`config.mk`:
```
export PLATFORM = sky130hd
export DESIGN_NAME = read_control
export DESIGN_NICKNAME = d
export VERILOG_FILES = /design/src/rtl/rdctl_pkg.sv /design/src/rtl/pair_fifo.sv /design/src/rtl/read_control.sv
export SDC_FILE = /design/constraint.sdc
export NUM_CORES = 1
export LEC_CHECK = 0
export CORE_MARGIN = 10
export CORE_UTILIZATION = 25
export CTS_CLUSTER_DIAMETER = 40
export DETAILED_ROUTE_END_ITERATION = 10
export SLEW_MARGIN = 5
export SYNTH_ARGS = -nofsm -noshare
export SYNTH_HDL_FRONTEND = slang
export SYNTH_HIERARCHICAL = 1
export SYNTH_SLANG_ARGS = --single-unit
```
`constraint.sdc`:
```
create_clock -name clk -period 9.1 [get_ports clk]
set_input_delay 2.275 -clock clk [delete_from_list [all_inputs] [get_ports clk]]
set_output_delay 2.275 -clock clk [all_outputs]
set_load 0.01 [all_outputs]
```
`src/rtl/rdctl_pkg.sv`:
```
// Shared constants and types for the package reader (and the package writer).
package rdctl_pkg;

  localparam int ADDR_W = 14;
  localparam int DATA_W = 16;
  localparam int PAIR_W = 32;
  localparam int LEN_W  = 10;

  // Package layout shared with the writer: six header words (h0..h5) fill
  // the first three pairs, the footer occupies the final pair.
  localparam int HEADER_COUNT        = 6;
  localparam int HEADER_PAIRS        = HEADER_COUNT / 2;
  localparam int FOOTER_WORDS        = 2;
  localparam int FOOTER_PAIR_FROM_END = 1;

  typedef enum logic [1:0] {
    IDLE  = 2'd0,
    READ  = 2'd1,
    DRAIN = 2'd2
  } state_t;

  // True when the package would run past the end of the RAM. Widened to
  // 15 bits so the sum cannot wrap.
  function automatic logic range_bad(input logic [ADDR_W-1:0] addr,
                                     input logic [LEN_W-1:0]  len,
                                     input logic [ADDR_W-1:0] depth);
    logic [ADDR_W:0] end_addr;
    end_addr = {1'b0, addr} + {{(ADDR_W + 1 - LEN_W){1'b0}}, len};
    return end_addr > {1'b0, depth};
  endfunction

endpackage

```
`src/rtl/pair_fifo.sv`:
```
// Synchronous FIFO holding {odd, even} word pairs returned by the RAMs.
// Head entry is visible on dout whenever the FIFO is not empty.
module pair_fifo #(
  parameter int DEPTH = 4,
  parameter int W     = 32,
  localparam int CW   = $clog2(DEPTH + 1),
  localparam int PW   = (DEPTH > 1) ? $clog2(DEPTH) : 1
) (
  input  logic          clk,
  input  logic          rst_n,
  input  logic          push,
  input  logic [W-1:0]  din,
  input  logic          pop,
  output logic [W-1:0]  dout,
  output logic          full,
  output logic          empty,
  output logic [CW-1:0] count
);

  logic [W-1:0]  mem_q [DEPTH];
  logic [PW-1:0] wr_ptr_q, wr_ptr_d;
  logic [PW-1:0] rd_ptr_q, rd_ptr_d;
  logic [CW-1:0] count_q, count_d;
  logic          do_push;
  logic          do_pop;

  // Pointer increment that also works for non-power-of-two depths.
  function automatic logic [PW-1:0] ptr_inc(input logic [PW-1:0] p);
    return (p == PW'(DEPTH - 1)) ? '0 : p + PW'(1);
  endfunction

  assign full  = (count_q == CW'(DEPTH));
  assign empty = (count_q == '0);
  assign count = count_q;
  assign dout  = mem_q[rd_ptr_q];

  // Next pointers and occupancy; a push into a full FIFO is allowed only
  // when the head is popped in the same cycle.
  always_comb begin
    do_pop   = pop & ~empty;
    do_push  = push & (~full | do_pop);
    wr_ptr_d = do_push ? ptr_inc(wr_ptr_q) : wr_ptr_q;
    rd_ptr_d = do_pop ? ptr_inc(rd_ptr_q) : rd_ptr_q;
    count_d  = count_q;
    if (do_push && !do_pop) begin
      count_d = count_q + CW'(1);
    end else if (do_pop && !do_push) begin
      count_d = count_q - CW'(1);
    end
  end

  // Pointer and occupancy registers.
  always_ff @(posedge clk or negedge rst_n) begin
    if (!rst_n) begin
      wr_ptr_q <= '0;
      rd_ptr_q <= '0;
      count_q  <= '0;
    end else begin
      wr_ptr_q <= wr_ptr_d;
      rd_ptr_q <= rd_ptr_d;
      count_q  <= count_d;
    end
  end

  // Storage array; contents are don't-care until written.
  always_ff @(posedge clk) begin
    if (do_push) begin
      mem_q[wr_ptr_q] <= din;
    end
  end

endmodule

```
`src/rtl/read_control.sv`:
```
// Package reader: issues paired reads to the even/odd RAMs under a credit
// limit, buffers the returned pairs and serializes them as a 16-bit stream.
//
// Output handshake: a word transfers on a rising clk edge where out_valid
// and out_ready are both high. Once out_valid is high, out_data, out_valid
// and out_last hold until that transfer happens; out_valid never depends
// combinationally on out_ready.
module read_control
  import rdctl_pkg::*;
#(
  parameter int RAM_LATENCY = 2,
  parameter int FIFO_DEPTH  = 4
) (
  input  logic              clk,
  input  logic              rst_n,
  input  logic              start,
  input  logic [ADDR_W-1:0] start_addr,
  input  logic [LEN_W-1:0]  HALF_PACKAGE_LENGTH,
  input  logic [ADDR_W-1:0] MEMORY_DEPTH,
  output logic              rd_en,
  output logic [ADDR_W-1:0] rd_addr,
  input  logic [DATA_W-1:0] even_q,
  input  logic [DATA_W-1:0] odd_q,
  output logic [DATA_W-1:0] out_data,
  output logic              out_valid,
  input  logic              out_ready,
  output logic              out_last,
  output logic              busy,
  output logic              done,
  output logic              addr_err,
  output state_t            dbg_state
);

  localparam int CW  = $clog2(FIFO_DEPTH + 1);
  localparam int CRW = $clog2(FIFO_DEPTH + RAM_LATENCY + 2) + 1;

  state_t                 state_q, state_d;
  logic                   rd_en_q, rd_en_d;
  logic [ADDR_W-1:0]      rd_addr_q, rd_addr_d;
  logic [LEN_W-1:0]       iss_cnt_q, iss_cnt_d;
  logic [LEN_W-1:0]       len_q, len_d;
  logic [LEN_W-1:0]       pop_cnt_q, pop_cnt_d;
  logic                   half_sel_q, half_sel_d;
  logic                   busy_q, busy_d;
  logic                   done_q, done_d;
  logic                   addr_err_q, addr_err_d;
  logic [RAM_LATENCY-1:0] vld_sr_q, vld_sr_d;

  logic [PAIR_W-1:0]      head;
  logic                   fifo_full;
  logic                   fifo_empty;
  logic [CW-1:0]          fifo_count;
  logic                   push;
  logic                   pop;
  logic                   word_hs;
  logic                   head_final;
  logic                   last_hs;
  logic [CRW-1:0]         committed;
  logic                   credit_ok;

  pair_fifo #(
    .DEPTH (FIFO_DEPTH),
    .W     (PAIR_W)
  ) u_fifo (
    .clk   (clk),
    .rst_n (rst_n),
    .push  (push),
    .din   ({odd_q, even_q}),
    .pop   (pop),
    .dout  (head),
    .full  (fifo_full),
    .empty (fifo_empty),
    .count (fifo_count)
  );

  // Reads in flight: the read issued this cycle plus the latency pipeline.
  // The oldest pipeline stage is the one whose data is on even_q/odd_q now.
  assign push = vld_sr_q[RAM_LATENCY-1];

  // Serializer: even half first, the pair pops when the odd half transfers.
  assign out_valid  = ~fifo_empty;
  assign out_data   = out_valid ? (half_sel_q ? head[PAIR_W-1:DATA_W] : head[DATA_W-1:0])
                                : '0;
  assign head_final = (pop_cnt_q == len_q - LEN_W'(1));
  assign out_last   = out_valid & half_sel_q & head_final;
  assign word_hs    = out_valid & out_ready;
  assign pop        = word_hs & half_sel_q;
  assign last_hs    = word_hs & out_last;

  assign rd_en     = rd_en_q;
  assign rd_addr   = rd_addr_q;
  assign busy      = busy_q;
  assign done      = done_q;
  assign addr_err  = addr_err_q;
  assign dbg_state = state_q;

  // Credit check: buffered pairs plus reads still in the RAM pipeline, minus
  // the pair leaving this cycle, must leave room for one more read.
  always_comb begin
    committed = CRW'(fifo_count) + CRW'(rd_en_q);
    for (int i = 0; i < RAM_LATENCY; i++) begin
      committed = committed + CRW'(vld_sr_q[i]);
    end
    committed = committed - CRW'(pop);
    credit_ok = (committed < CRW'(FIFO_DEPTH)) & (~fifo_full | pop);
  end

  // Next-state logic for the sequencer, serializer position and status.
  always_comb begin
    state_d    = state_q;
    rd_en_d    = 1'b0;
    rd_addr_d  = rd_addr_q;
    iss_cnt_d  = iss_cnt_q;
    len_d      = len_q;
    pop_cnt_d  = pop_cnt_q;
    half_sel_d = half_sel_q;
    busy_d     = busy_q;
    done_d     = 1'b0;
    addr_err_d = addr_err_q;
    vld_sr_d   = RAM_LATENCY'({vld_sr_q, rd_en_q});

    if (word_hs) begin
      half_sel_d = ~half_sel_q;
    end
    if (pop) begin
      pop_cnt_d = pop_cnt_q + LEN_W'(1);
    end

    case (state_q)
      IDLE: begin
        if (start) begin
          addr_err_d = 1'b0;
          len_d      = HALF_PACKAGE_LENGTH;
          pop_cnt_d  = '0;
          half_sel_d = 1'b0;
          if (range_bad(start_addr, HALF_PACKAGE_LENGTH, MEMORY_DEPTH)) begin
            addr_err_d = 1'b1;
            done_d     = 1'b1;
          end else if (HALF_PACKAGE_LENGTH == '0) begin
            done_d = 1'b1;
          end else begin
            // First read goes out the cycle after the start is accepted;
            // the FIFO is empty here so no credit check is needed.
            rd_en_d   = 1'b1;
            rd_addr_d = start_addr;
            iss_cnt_d = LEN_W'(1);
            busy_d    = 1'b1;
            state_d   = (HALF_PACKAGE_LENGTH == LEN_W'(1)) ? DRAIN : READ;
          end
        end
      end
      READ: begin
        if (credit_ok) begin
          rd_en_d   = 1'b1;
          rd_addr_d = rd_addr_q + ADDR_W'(1);
          iss_cnt_d = iss_cnt_q + LEN_W'(1);
          if (iss_cnt_q == len_q - LEN_W'(1)) begin
            state_d = DRAIN;
          end
        end
      end
      DRAIN: begin
        // The final pair being at the head implies everything earlier has
        // already been pushed and popped.
        if (last_hs) begin
          state_d = IDLE;
          busy_d  = 1'b0;
          done_d  = 1'b1;
        end
      end
      default: begin
        state_d = IDLE;
        busy_d  = 1'b0;
      end
    endcase
  end

  // Sequencer and status registers; reset drops in-flight reads.
  always_ff @(posedge clk or negedge rst_n) begin
    if (!rst_n) begin
      state_q    <= IDLE;
      rd_en_q    <= 1'b0;
      rd_addr_q  <= '0;
      iss_cnt_q  <= '0;
      len_q      <= '0;
      pop_cnt_q  <= '0;
      half_sel_q <= 1'b0;
      busy_q     <= 1'b0;
      done_q     <= 1'b0;
      addr_err_q <= 1'b0;
      vld_sr_q   <= '0;
    end else begin
      state_q    <= state_d;
      rd_en_q    <= rd_en_d;
      rd_addr_q  <= rd_addr_d;
      iss_cnt_q  <= iss_cnt_d;
      len_q      <= len_d;
      pop_cnt_q  <= pop_cnt_d;
      half_sel_q <= half_sel_d;
      busy_q     <= busy_d;
      done_q     <= done_d;
      addr_err_q <= addr_err_d;
      vld_sr_q   <= vld_sr_d;
    end
  end

endmodule

```
### After elaboration in Yosys (flattened, before gate mapping)

Memories as Yosys holds them, arrays and structs flattened.
Index checks and enable logic that the tools add are counted.

* output and inout bits: 38
* memory bits (writable): 128
* bits in registers: 60
* memories kept: 1

* equality and inequality tests: 14
* reduce and logical (&&, ||, !) cells: 13
* add/subtract/negate cells: 13
* bitwise gates (word level): 14
* magnitude comparators: 2
* multiplexer cells: 48

Memory list
* u_fifo.mem_q: depth 4, width 32, rd ports 1, clocked after memory_dff 0, wr ports 1, line pair_fifo.sv:20 `logic [W-1:0] mem_q [DEPTH];`

Operators by type and width (count)
* $mux W10: 7
* $mux W14: 4
* $mux W16: 2
* $pmux W14 S2: 1
* $add A10 B1 Y10 const B: 2
* $eq A10 B10 Y1: 2
* $pmux W10 S2: 1
* $mux W1: 18
* $mux W2: 9
* $add A14 B10 Y15: 1
* $gt A15 B14 Y1: 1
* $add A14 B1 Y14 const B: 1
* $ne A2 B2 Y1 const B: 6
* $eq A10 B1 Y1 const B: 1
* $logic_not A10 Y1: 1
* $reduce_and A5 Y1: 2
* $sub A10 B1 Y10 const B: 1
* $add A4 B1 Y4: 2
* $and A1 B1 Y1: 8
* $eq A2 B2 Y1 const B: 3
* $mux W3: 2
* $pmux W2 S3: 1
* $reduce_and A6 Y1: 1
* $add A2 B1 Y2 const B: 2
* 17 further kinds: 25

### Logic depth before layout (Yosys ltp)

Gate-level depths: netlist (run 1).

* depth in word-level cells: 11
* mapped depth: 19

### By module

Netlist (run 1), hierarchy kept.

Modules (own cells, without submodules)
* pair_fifo: cells each 205, sequential area each 4018.9 um^2, instances 1, area an instance 5099.9 um^2
* read_control: cells each 555, sequential area each 1326.3 um^2, instances 1, area an instance 4496.8 um^2

### Worst setup path before layout (run 1)

Ideal clock, no wire load.

* path kind: input-to-reg
* start point: input start_addr[0]
* end point: register rd_addr_q[0], in the netlist rd_addr[0]
* data arrival time: 5.469 ns
* stages on the path: 18
* slack: 3.509 ns
* data required time: 8.978 ns
* setup time: 0.122 ns
* cell sequence: ha_1 -> inv_1 -> fa_1 -> nor2b_1 -> o2111ai_1 -> a311oi_1 -> o21ai_0 -> nand2b_1 -> nand3_1 -> xnor2_1 -> ha_1 -> a21o_1 -> a211oi_1 -> a31oi_1 -> o21ai_1 -> clkbuf_1 -> mux2i_1 -> nand2_1

* longest elaborated chain between the ends: 4
* elaborated cells between the ends (all ways): 8
* classes of those cells: 1 x add/sub; 1 x order compare; 1 x eq/ne; 4 x mux; 1 x reduce/logical

Ends and longest elaborated chain
* start: declaration: line read_control.sv:17 `input logic [ADDR_W-1:0] start_addr,`
* $add A14 B10 Y15 / $mux W14 (equally long branches): line rdctl_pkg.sv:28, read_control.sv:139
* $gt A15 B14 Y1 / $mux W14 (equally long branches): line rdctl_pkg.sv:29, read_control.sv:136
* $ne A2 B2 Y1 (no source line) / $mux W14 (equally long branches)
* $reduce_and A5 Y1 (no source line) / $pmux W14 S2 (equally long branches)
* end signal: assignment: line read_control.sv:195 `rd_addr_q <= rd_addr_d;`
* end: declaration: line read_control.sv:39 `logic [ADDR_W-1:0] rd_addr_q, rd_addr_d;`

Several ways; a longest one is shown, not always the timed one. The select of a mux whose other input is x is not followed.
A chain may end at the register's enable or synchronous reset.

### Worst setup path after layout (run 1)

* start point: input start_addr[0]
* end point: register state_q[1], in the netlist dbg_state[1]

* longest elaborated chain between the ends: 4

Ends and longest elaborated chain
* $add A14 B10 Y15: line rdctl_pkg.sv:28 `end_addr = {1'b0, addr} + {{(ADDR_W + 1 - LEN_W){1'b0}}, len};`
* $gt A15 B14 Y1: line rdctl_pkg.sv:29 `return end_addr > {1'b0, depth};`
* $ne A2 B2 Y1 (no source line)
* $reduce_and A6 Y1 (no source line)
* end signal: assignment: line read_control.sv:193 `state_q <= state_d;`
* end: declaration: line read_control.sv:37 `state_t state_q, state_d;`

No other way between the ends.

==> results.md, run 1 <==
* Clock Root Buffer: clkbuf_16
* Vias at 6474
* Cells after Synth at 760
* Die W at 215.9 µm
* Placer Congestion at 0.8450
* Antenna Nets Post-Route at 0
* Largest family of logic cells by synthesized area: simple AND/OR/NAND/NOR gates
* Min Tclk post-route at 6.164 ns
* Synth cell types at 62
* Crit Path Max Fanout at 5
* Data arrival time of the critical path at 6.49 ns
* Cell Area, Placed at 11240 µm²
* Core area at 37760 µm²
* Postcts setup bufs at 0
* Mapped cell area at 9597 µm²
* Worst path bufs/invs at 2
* Slew @ Worst Pin at 0.9471 ns
* Syn Nets at 877
* Final setup violation count at 0
* Max Cap Viol at 0
* Setup CP Type: primary input to register
* Slew margin rel. at 36.86%
* Worst VDD drop at 0.0002084 V
* Status: complete, no violations
* Synth warnings at 6
* Placed cell count at 1356
* Starting Density at 25.42%
* Io pins at 112
* Worst hold path class: register to register
* CTS tree: yes
* Total Routing Usage GR at 10.44%
* Cts bufs inserted at 17
* Most used DFF post-synth: edfxtp_1
* PostCTS Resize Cnt at 0
* H-tree Lvls at 4
* Wirelength, routed at 24.00 mm
* Row count at 71
* Setup TNS at 0 ns
* CTS Buffer Depth at 2
* Iteration-0 DRC Markers at 369
* Hold Fails Final Rpt at 0
* Crit path launch type: primary input
* Power, Total at 3.642 mW
* Inserted Diodes at 0
* Max-slew violation count at 0
* Vias in the first global route at 6692
* CP cell instances: clkdlybuf4s50_1, ha_1, inv_1, fa_1, nor2b_1, o2111ai_1, a311oi_1, o21ai_0, nand2b_1, nand3_1, xnor2_1, ha_1, a21o_1, a211oi_1, a31oi_1, a41oi_1, nand3_1, a311oi_1
* R2R setup slack at 4.40 ns
* Clk slew on worst S/H paths at 0.07 ns
* Vias per Instance at 4.664
* Cell family with most CP delay: compound AO/OA/AOI/OAI gates
* Post-Synth XOR/XNOR Area at 3.559%
* WP data required at 9.43 ns
* DRC violations left at 0
* Layout cells sized above 1 at 11.74%
* Nets at 981
* Compound-Gate Fraction of Synth Area at 9.192%
* Pre-antenna DRT Iters at 4
* PwrDens at 307.8 nW/µm²
* Clock skew at 0.01370 ns
* Post-synth EDFFs at 128
* Unrepaired setup endpoints after global routing: no
* Global-route congestion overflow total at 0
* Wire length per cell at 17.29 µm
* LEAKAGE at 4.379 nW
* Final std cells w/o fill at 1388
* First-pass GRT wire length at 38.57 mm
* Design Area, Final at 11840 µm²
* Largest net degree at the start of global routing at 61
* Critical-path cell with the highest stage delay: clkdlybuf4s50_1
* Die height at 215.9 µm
* Async S/R FF share, synth at 31.91%
* Finished Core Util at 31.35%
* Sequential area share after synthesis at 55.70%
* #FFs+latches synth at 188
* Post-synthesis adder-cell area fraction at 5.841%
* Final worst-path cycle share at 67.73%
* # hold bufs at CTS at 0
* Fmax at 162.2 MHz
* Simple-gate portion of the synthesized area at 11.12%
* Syn avg cell area at 12.63 µm²
* Number of port buffers at 111
* Die area at 46620 µm²
* Post-synthesis mux area share at 11.07%
* Area growth syn-to-layout at 23.32%
* DP HPWL at 16.67 mm
* Initial antenna violation count at 2
* Clk sinks at 188
* Critical path endpoint category: register
* Slowest stage delay, CP at 0.52 ns
* Skew-Pair Late Insertion Delay at 0.43 ns
[path summary, 6_finish.rpt]
path / from / to / cells after the start
min in group asynchronous: rst_n / len_q[3]$_DFFE_PN0P_ / 2
worst min register to register: vld_sr_q[0]$_DFF_PN0_ / vld_sr_q[1]$_DFF_PN0_ / 0
worst max-delay path: start_addr[0] / dbg_state[1]$_DFFE_PN0P_ / 18
worst min-delay path: vld_sr_q[0]$_DFF_PN0_ / vld_sr_q[1]$_DFF_PN0_ / 0
max in group asynchronous: rst_n / u_fifo/rd_ptr_q[0]$_DFFE_PN0P_ / 2
worst max register to register: u_fifo/count[0]$_DFFE_PN0P_ / rd_addr[0]$_DFFE_PN0P_ / 16
[registers in the layout, indices dropped and copies added, names as in the netlist]
register / cells
u_fifo/mem_q: 128
rd_addr: 14
iss_cnt_q: 10
len_q: 10
pop_cnt_q: 10
u_fifo/count: 3
dbg_state: 2
u_fifo/rd_ptr_q: 2
u_fifo/wr_ptr_q: 2
vld_sr_q: 2
addr_err: 1
busy: 1
done: 1
half_sel_q: 1
rd_en: 1
[placed cells by master (no fill, tap or decap), drive strengths merged, types with 3 or more instances in the layout]
cell	count
xnor2	23
a311oi	3
dfrtp	60
nand4	8
clkinv	7
nand2	47
and3	13
nor4b	3
nand2b	8
and2	5
buf	9
inv	47
xor2	16
nor3	11
o21ai	31
a41oi	4
o22ai	11
or3	7
or2	7
clkdlybuf4s50	110
mux4	32
mux2	11
a211oi	5
a31oi	13
nor2b	8
mux2i	21
fa	3
nor3b	4
nor2	51
clkinvlp	4
a21oi	48
clkbuf	17
o2111ai	3
nor4	6
edfxtp	128
ha	40
a21o	4
nand3	26
[report_power, final]
part | total, mW | switching [mW] | internal [mW]
Combinational | 1.59 | 0.846 | 0.740
Sequential | 1.32 | 0.200 | 1.12
Clock | 0.738 | 0.350 | 0.387
Total | 3.64 | 1.40 | 2.25
[metrics by stage]
stage               worst slack, ns  hold WS [ns]
floorplan                     3.509        0.3537
global placement              2.607        0.3860
detailed placement            2.509        0.3705
CTS                           2.951        0.3988
global route                  2.500        0.4031
finish                        2.936        0.3973
[cell usage after synthesis (2+ instances only)]
cell type / instances / share of area [%]
a211oi_1: 5 / 0.39
a21o_1: 4 / 0.31
a21oi_1: 48 / 2.5
a311oi_1: 3 / 0.27
a31oi_1: 13 / 0.85
a41oi_1: 4 / 0.37
and2_2: 4 / 0.31
and3_1: 13 / 0.85
buf_2: 6 / 0.31
buf_6: 5 / 0.59
clkbuf_1: 23 / 0.90
dfrtp_1: 60 / 16
edfxtp_1: 128 / 40
fa_1: 3 / 0.63
ha_1: 40 / 5.2
inv_1: 44 / 1.7
mux2_2: 9 / 1.1
mux2_4: 2 / 0.31
mux2i_1: 21 / 2.2
mux4_2: 32 / 7.5
nand2_1: 47 / 1.8
nand2b_1: 8 / 0.52
nand3_1: 26 / 1.4
nand4_1: 8 / 0.52
nor2_1: 51 / 2.0
nor2b_1: 8 / 0.52
nor3_1: 10 / 0.52
nor3b_1: 3 / 0.23
nor4_1: 5 / 0.33
nor4b_1: 3 / 0.27
o2111ai_1: 3 / 0.27
o21a_1: 2 / 0.16
o21ai_0: 30 / 1.6
o22ai_1: 11 / 0.72
o31a_1: 2 / 0.18
o41ai_1: 2 / 0.18
or2_2: 6 / 0.39
or3_1: 7 / 0.46
xnor2_1: 23 / 2.1
xor2_1: 16 / 1.5
[cell families (layout without fill, tap and decap cells)]
family | after synthesis | in the layout
flip-flops | 188 | 188
AO/OA/AOI/OAI | 140 | 140
XOR/XNOR | 39 | 39
multiplexers | 64 | 64
AND/OR/NAND/NOR | 208 | 208
buffers and inverters | 78 | 195
adder cells (fa/ha/maj) | 43 | 43
[layer usage]
metal	global-route usage (%)	wire length, µm	up-vias
met4	2.167	195	4
met1	14.12	11440	3193
met3	3.161	1465	17
met5	0	31	-
li1	-	-	3070
met2	16.17	10870	190
[layout make-up]
class                      instances  area (µm²)
tap                              511       639.4
fill                            3785       25920
inverter                          44       165.2
clock buffer                      17       425.4
sequential                       188        5346
clock inverter                    15       167.7
timing repair buffer             119        1166
multi-input combinational        494        3925
Note: power is estimated with default switching activity, not from simulation.
==> run 2: changes to the inputs <==
==> constraint.sdc (replaced) <==
create_clock -name clk -period 6 [get_ports clk]
set_input_delay 1.5 -clock clk [delete_from_list [all_inputs] [get_ports clk]]
set_output_delay 1.5 -clock clk [all_outputs]
set_load 0.01 [all_outputs]
==> results.md, run 2 (same netlist as run 1, synthesis figures left out) <==
* Pre-antenna DRT Iters at 5
* Clock Root Buffer: clkbuf_16
* Hold path start: vld_sr_q[0]$_DFF_PN0_
* Worst hold path class: register to register
* Global-route congestion overflow total at 0
* Slew margin rel. at 37.12%
* Starting Density at 25.42%
* Net Sw Power at 2.174 mW
* H-tree Lvls at 4
* DRC violations left at 0
* Die height at 215.9 µm
* Hold Fails Final Rpt at 0
* Post-place setup slack at 0.1381 ns
* Worst setup margin at 0.5513 ns
* Vias in the first global route at 6521
* LEAKAGE at 4.429 nW
* Largest net degree at the start of global routing at 38
* RR Startpoint: u_fifo/count[0]$_DFFE_PN0P_
* Clock share of power at 21.2%
* Crit path launch type: primary input
* Worst hold endpoint: vld_sr_q[1]$_DFF_PN0_
* Sw Share at 38.35%
* Logic pwr share at 43.0%
* Initial antenna violation count at 2
* Sequential Area at 5346 µm²
* PostCTS Resize Cnt at 0
* Clock skew at 0.01209 ns
* Fill cells at 3771
* Core area at 37760 µm²
* Setup CP Type: primary input to register
* Critical path endpoint category: register
* CTS tree: yes
* DP HPWL at 16.57 mm
* Fmax at 183.5 MHz
* Min Tclk post-route at 5.449 ns
* Reg with most FFs: u_fifo/mem_q
* Max-slew violation count at 0
* GR peak layer: met2
* Area growth syn-to-layout at 24.09%
* Antenna Nets Post-Route at 0
* Final worst-path cycle share at 90.81%
* R2R setup slack at 1.88 ns
* Final setup violation count at 0
* Cts bufs inserted at 17
* Skew-Pair Late Insertion Delay at 0.44 ns
* Sequential power share at 35.7%
* Setup TNS at 0 ns
* Crit Path Max Fanout at 5
* Wirelength, routed at 23.78 mm
* Data arrival time of the critical path at 5.79 ns
* Layout cells sized above 1 at 12.27%
* Area occupied by multi-input gates at 3925 µm²
* First-pass GRT wire length at 37.90 mm
* Placer Congestion at 0.8523
* CTS Buffer Depth at 2
* Max reg flops at 128
* Clk sinks at 188
* # hold bufs at CTS at 0
* Unrepaired setup endpoints after global routing: no
* Total Routing Usage GR at 10.22%
* Register-to-Register Path Depth at 17
* Postcts setup bufs at 0
* Number of port buffers at 111
* Worst VDD drop at 0.0002536 V
* Wire length per cell at 17.08 µm
* Vias at 6457
* Status: complete, no violations
* Worst r2r dst: rd_addr[0]$_DFFE_PN0P_
* PwrDens at 475.9 nW/µm²
* Die W at 215.9 µm
* Worst hold stages at 0
* Cell Int Power at 3.494 mW
* Iteration-0 DRC Markers at 479
* Io pins at 112
* WP data required at 6.34 ns
* Leading cell type in the layout, fill and taps excluded: edfxtp_1
* Slew @ Worst Pin at 0.9432 ns
* Clk slew on worst S/H paths at 0.08 ns
* Most frequent cells in the layout: edfxtp_1 (128), clkdlybuf4s50_1 (110), dfrtp_1 (59)
* Nets at 984
* Row count at 71
* Vias per Instance at 4.639
* Met2 usage at 14.92%
* Max Cap Viol at 0
* Global Route met3 Usage at 3.161%
* Die area at 46620 µm²
* M1 GR Usage at 14.35%
## run 2: cell types whose count changed in the layout (fill, tap and decap cells not counted), sizes merged
cell	previous run	this run
inv	47	53
diode	0	1
clkinvlp	4	1
clkinv	7	4
buf	9	12
## run 2: routing by layer
| metal | routed length, µm | share of wire, % |
|---|---|---|
| met5 | 21 | 0.088 |
| met4 | 291 | 1.2 |
| met3 | 1604 | 6.7 |
| met2 | 10150 | 43 |
| met1 | 11720 | 49 |
## run 2: critical path, stage by stage
cell and delay [ns]:
clkdlybuf4s50_1 0.53, ha_1 0.18, inv_1 0.05, fa_1 0.40, nor2b_1 0.18, o2111ai_1 0.19, a311oi_1 0.40, o21ai_0 0.13
nand2b_1 0.12, nand3_1 0.10, xnor2_1 0.15, ha_1 0.29, a21o_1 0.18, a211oi_1 0.26, a31oi_1 0.20, a41oi_1 0.51
nand3_1 0.14, a311oi_1 0.28
## run 2: worst max path at each step
stage | to | start | cells past startpoint
after global routing | dbg_state[1]$_DFFE_PN0P_ | HALF_PACKAGE_LENGTH[0] | 18
after detailed placement | dbg_state[1]$_DFFE_PN0P_ | HALF_PACKAGE_LENGTH[0] | 18
after global placement | dbg_state[1]$_DFFE_PN0P_ | start_addr[0] | 18
after CTS | dbg_state[1]$_DFFE_PN0P_ | HALF_PACKAGE_LENGTH[0] | 18
after floorplan | rd_addr[0]$_DFFE_PN0P_ | start_addr[0] | 18
final | dbg_state[1]$_DFFE_PN0P_ | HALF_PACKAGE_LENGTH[0] | 18
## run 2: power by group through the flow
stage	Combinational, mW	Clock (mW)	Sequential [mW]
floorplan	1.68	0	1.90
global placement	2.44	0	2.05
detailed placement	2.47	0	2.05
CTS	2.48	1.23	2.03
global route	2.73	1.29	2.08
finish	2.44	1.20	2.03
## run 2: cell type report
type | count | share of cell area [%]
Antenna cell | 1 | 0.02101
Clock buffer | 17 | 3.572
Clock inverter | 15 | 1.713
Inverter | 44 | 1.387
Multi-Input combinational cell | 494 | 32.96
Sequential cell | 188 | 44.89
Tap cell | 511 | 5.369
Timing Repair Buffer | 122 | 10.09
## run 2: stage by stage
stage          power (mW)  util, %  cell area, µm²  hold slack (ns)  instances
6_report            5.668    31.54           11910           0.4045       1392
5_1_grt             6.099    31.54           11910           0.4355       1391
4_1_cts             5.744    31.54           11910           0.4116       1391
3_5_place_dp        4.521    29.87           11280           0.3733       1359
3_3_place_gp        4.490    29.87           11280           0.3864       1359
2_1_floorplan       3.582        -            9597           0.3537        760
==> edit (settings of run 2) <==
Make the reset (`rst_n`) synchronous in 2 clocked blocks.
--- a/src/rtl/pair_fifo.sv
+++ b/src/rtl/pair_fifo.sv
@@ -52,3 +52,3 @@
   // Pointer and occupancy registers.
-  always_ff @(posedge clk or negedge rst_n) begin
+  always_ff @(posedge clk) begin
     if (!rst_n) begin
--- a/src/rtl/read_control.sv
+++ b/src/rtl/read_control.sv
@@ -178,3 +178,3 @@
   // Sequencer and status registers; reset drops in-flight reads.
-  always_ff @(posedge clk or negedge rst_n) begin
+  always_ff @(posedge clk) begin
     if (!rst_n) begin
Behaviour: differs if rst_n is asserted again (counterexample within 4 cycles, from zero or initial values and one cycle with rst_n low); with rst_n held inactive, the same outputs for 4 cycles.
==> edit against run 2 <==
- register-to-register slack improved by 410 ps
- setup slack got worse by 81 ps
- sequential cell count increased by 2
- wire length grew 1.9%
- design area decreased by 0.72%
- first-iteration DRC count is 7.5% lower
- die area up 0.17%
- area after synthesis grew 0.18%
- utilization decreased by 0.30 points
- non-clock buffer count rose by 1
Power is not compared: it rests on default switching activity, and its combinational part moved more than twofold at a synthesized area within 25%.
==> edit: results (changes against run 2) <==
- Outcome: completed
- Setup WS pre-CTS: 57.46 ps (-80.68 ps)
- M3 GR Usage: 0.03231 (+0.0007036)
- Mux cell area share after synthesis: 0.09761 (-0.01309)
- Drt first pass iters: 5 (unchanged)
- Worst Reg-to-Reg Cells: 14 (-3)
- H-tree level count: 4 (unchanged)
- GR Util met1: 0.1326 (-0.01091)
- Worst r2r src: u_fifo/count[0]$_SDFFE_PN0P_
- Max FFs per register: 128 (unchanged)
- Metal2 WL: 11.59 mm (+14%)
- All-layer global routing usage: 0.1031 (+0.0008814)
- Critical hold path startpoint: vld_sr_q[0]$_SDFF_PN0_
- Critical path arrival: 5860 ps (+70 ps)
- Syn nets: 920 (+4.9%)
- Compound-Gate Fraction of Synth Area: 0.1001 (+0.008162)
- Pleak: 3.955 nW
- Vias in the first global route: 6548 (+0.41%)
- DR iter-0 viols: 443 (-7.5%)
- Post-Syn Area per Cell: 11.97 um2 (-5.2%)
- Worst R2R End: iss_cnt_q[9]$_SDFFE_PN0P_
- Routed WL: 24.23 mm (+1.9%)
- GRT met2 Usage: 0.1666 (+0.01735)
- Min-Delay Path Depth: 2 (+2)
- Pwr Total: between 3 and 4 mW
- Total number of vias: 6582 (+1.9%)
- Max stage delay on crit path: 580 ps (+50 ps)
- Wire length on met1: 10.86 mm (-7.3%)
- First-pass GRT wire length: 37.84 mm (-0.16%)
- Post-synthesis sequential area ratio: 0.5289 (-0.02808)
- Slew margin rel.: 0.4056 (+0.03439)
- Count of different cell masters after synthesis: 75 (+21%)
- Fin crit share: 0.9216 (+0.01346)
- Ys async rst share: 0 (-0.3191)
- DP HPWL: 17.11 mm (+3.2%)
- Worst VDD drop: approximately 220 uV
- Worst path slowest cell: or3_1
- Worst Path Max Fanout: 17 (+12)
- Layout cells sized above 1: 0.1114 (-0.01137)
- Initial antenna violation count: 4 (+2)
- Largest net degree at the start of global routing: 36 (-5.3%)
- Hold endpoint: vld_sr_q[1]$_SDFF_PN0_
- Fin cells: 1428 (+2.6%)
- Adder-Cell Fraction of Synth Area: 0.05830 (-0.0001064)
- Top post-synthesis cells by area: edfxtp_1, dfxtp_1, mux4_2
- Synth Area in XOR/XNOR: 0.04425 (+0.008655)
- Setup crit end: rd_addr[12]$_SDFFE_PN0P_
- Commonest cells in the synthesized netlist: edfxtp_1, nand2_1, nor2_1
- Critical Path Start: HALF_PACKAGE_LENGTH[0]
- R2R setup slack: 2290 ps (+410 ps)
- Met3 wire len: 1.518 mm (-5.4%)
- Max Buffers Root-to-Sink: 2 (unchanged)
- GPL Wtd Cong: 0.8125 (-4.7%)
- Setup Skew: 7.432 ps (-4.663 ps)
- Layout net count: 1020 (+3.7%)
## edit: cell types whose count changed after synthesis, moves of 10 or more
| cell | delta |
|---|---|
| dfxtp_1 | +62 |
| dfrtp_1 | -60 |
| o21ai_0 | -10 |
| o21a_1 | +13 |
| nor2_1 | +15 |
| nand2_1 | +21 |
| o22ai_1 | -11 |
## edit: through the flow
step	instance area [um2]	utilization	hold slack, ps
floorplan	9614	-	422.0
global placement	11210	0.2963	443.4
detailed placement	11210	0.2963	444.0
CTS	11820	0.3123	456.7
global route	11820	0.3123	477.1
finish	11820	0.3124	454.6
## edit: layout make-up
type / count / area, um2
Tap cell: 511 / 639.4
Inverter: 37 / 138.9
Sequential cell: 190 / 5086
Timing Repair Buffer: 123 / 1201
Antenna cell: 1 / 2.502
Clock buffer: 18 / 429.2
Clock inverter: 14 / 176.4
Fill cell: 3874 / 26020
Multi-Input combinational cell: 534 / 4149
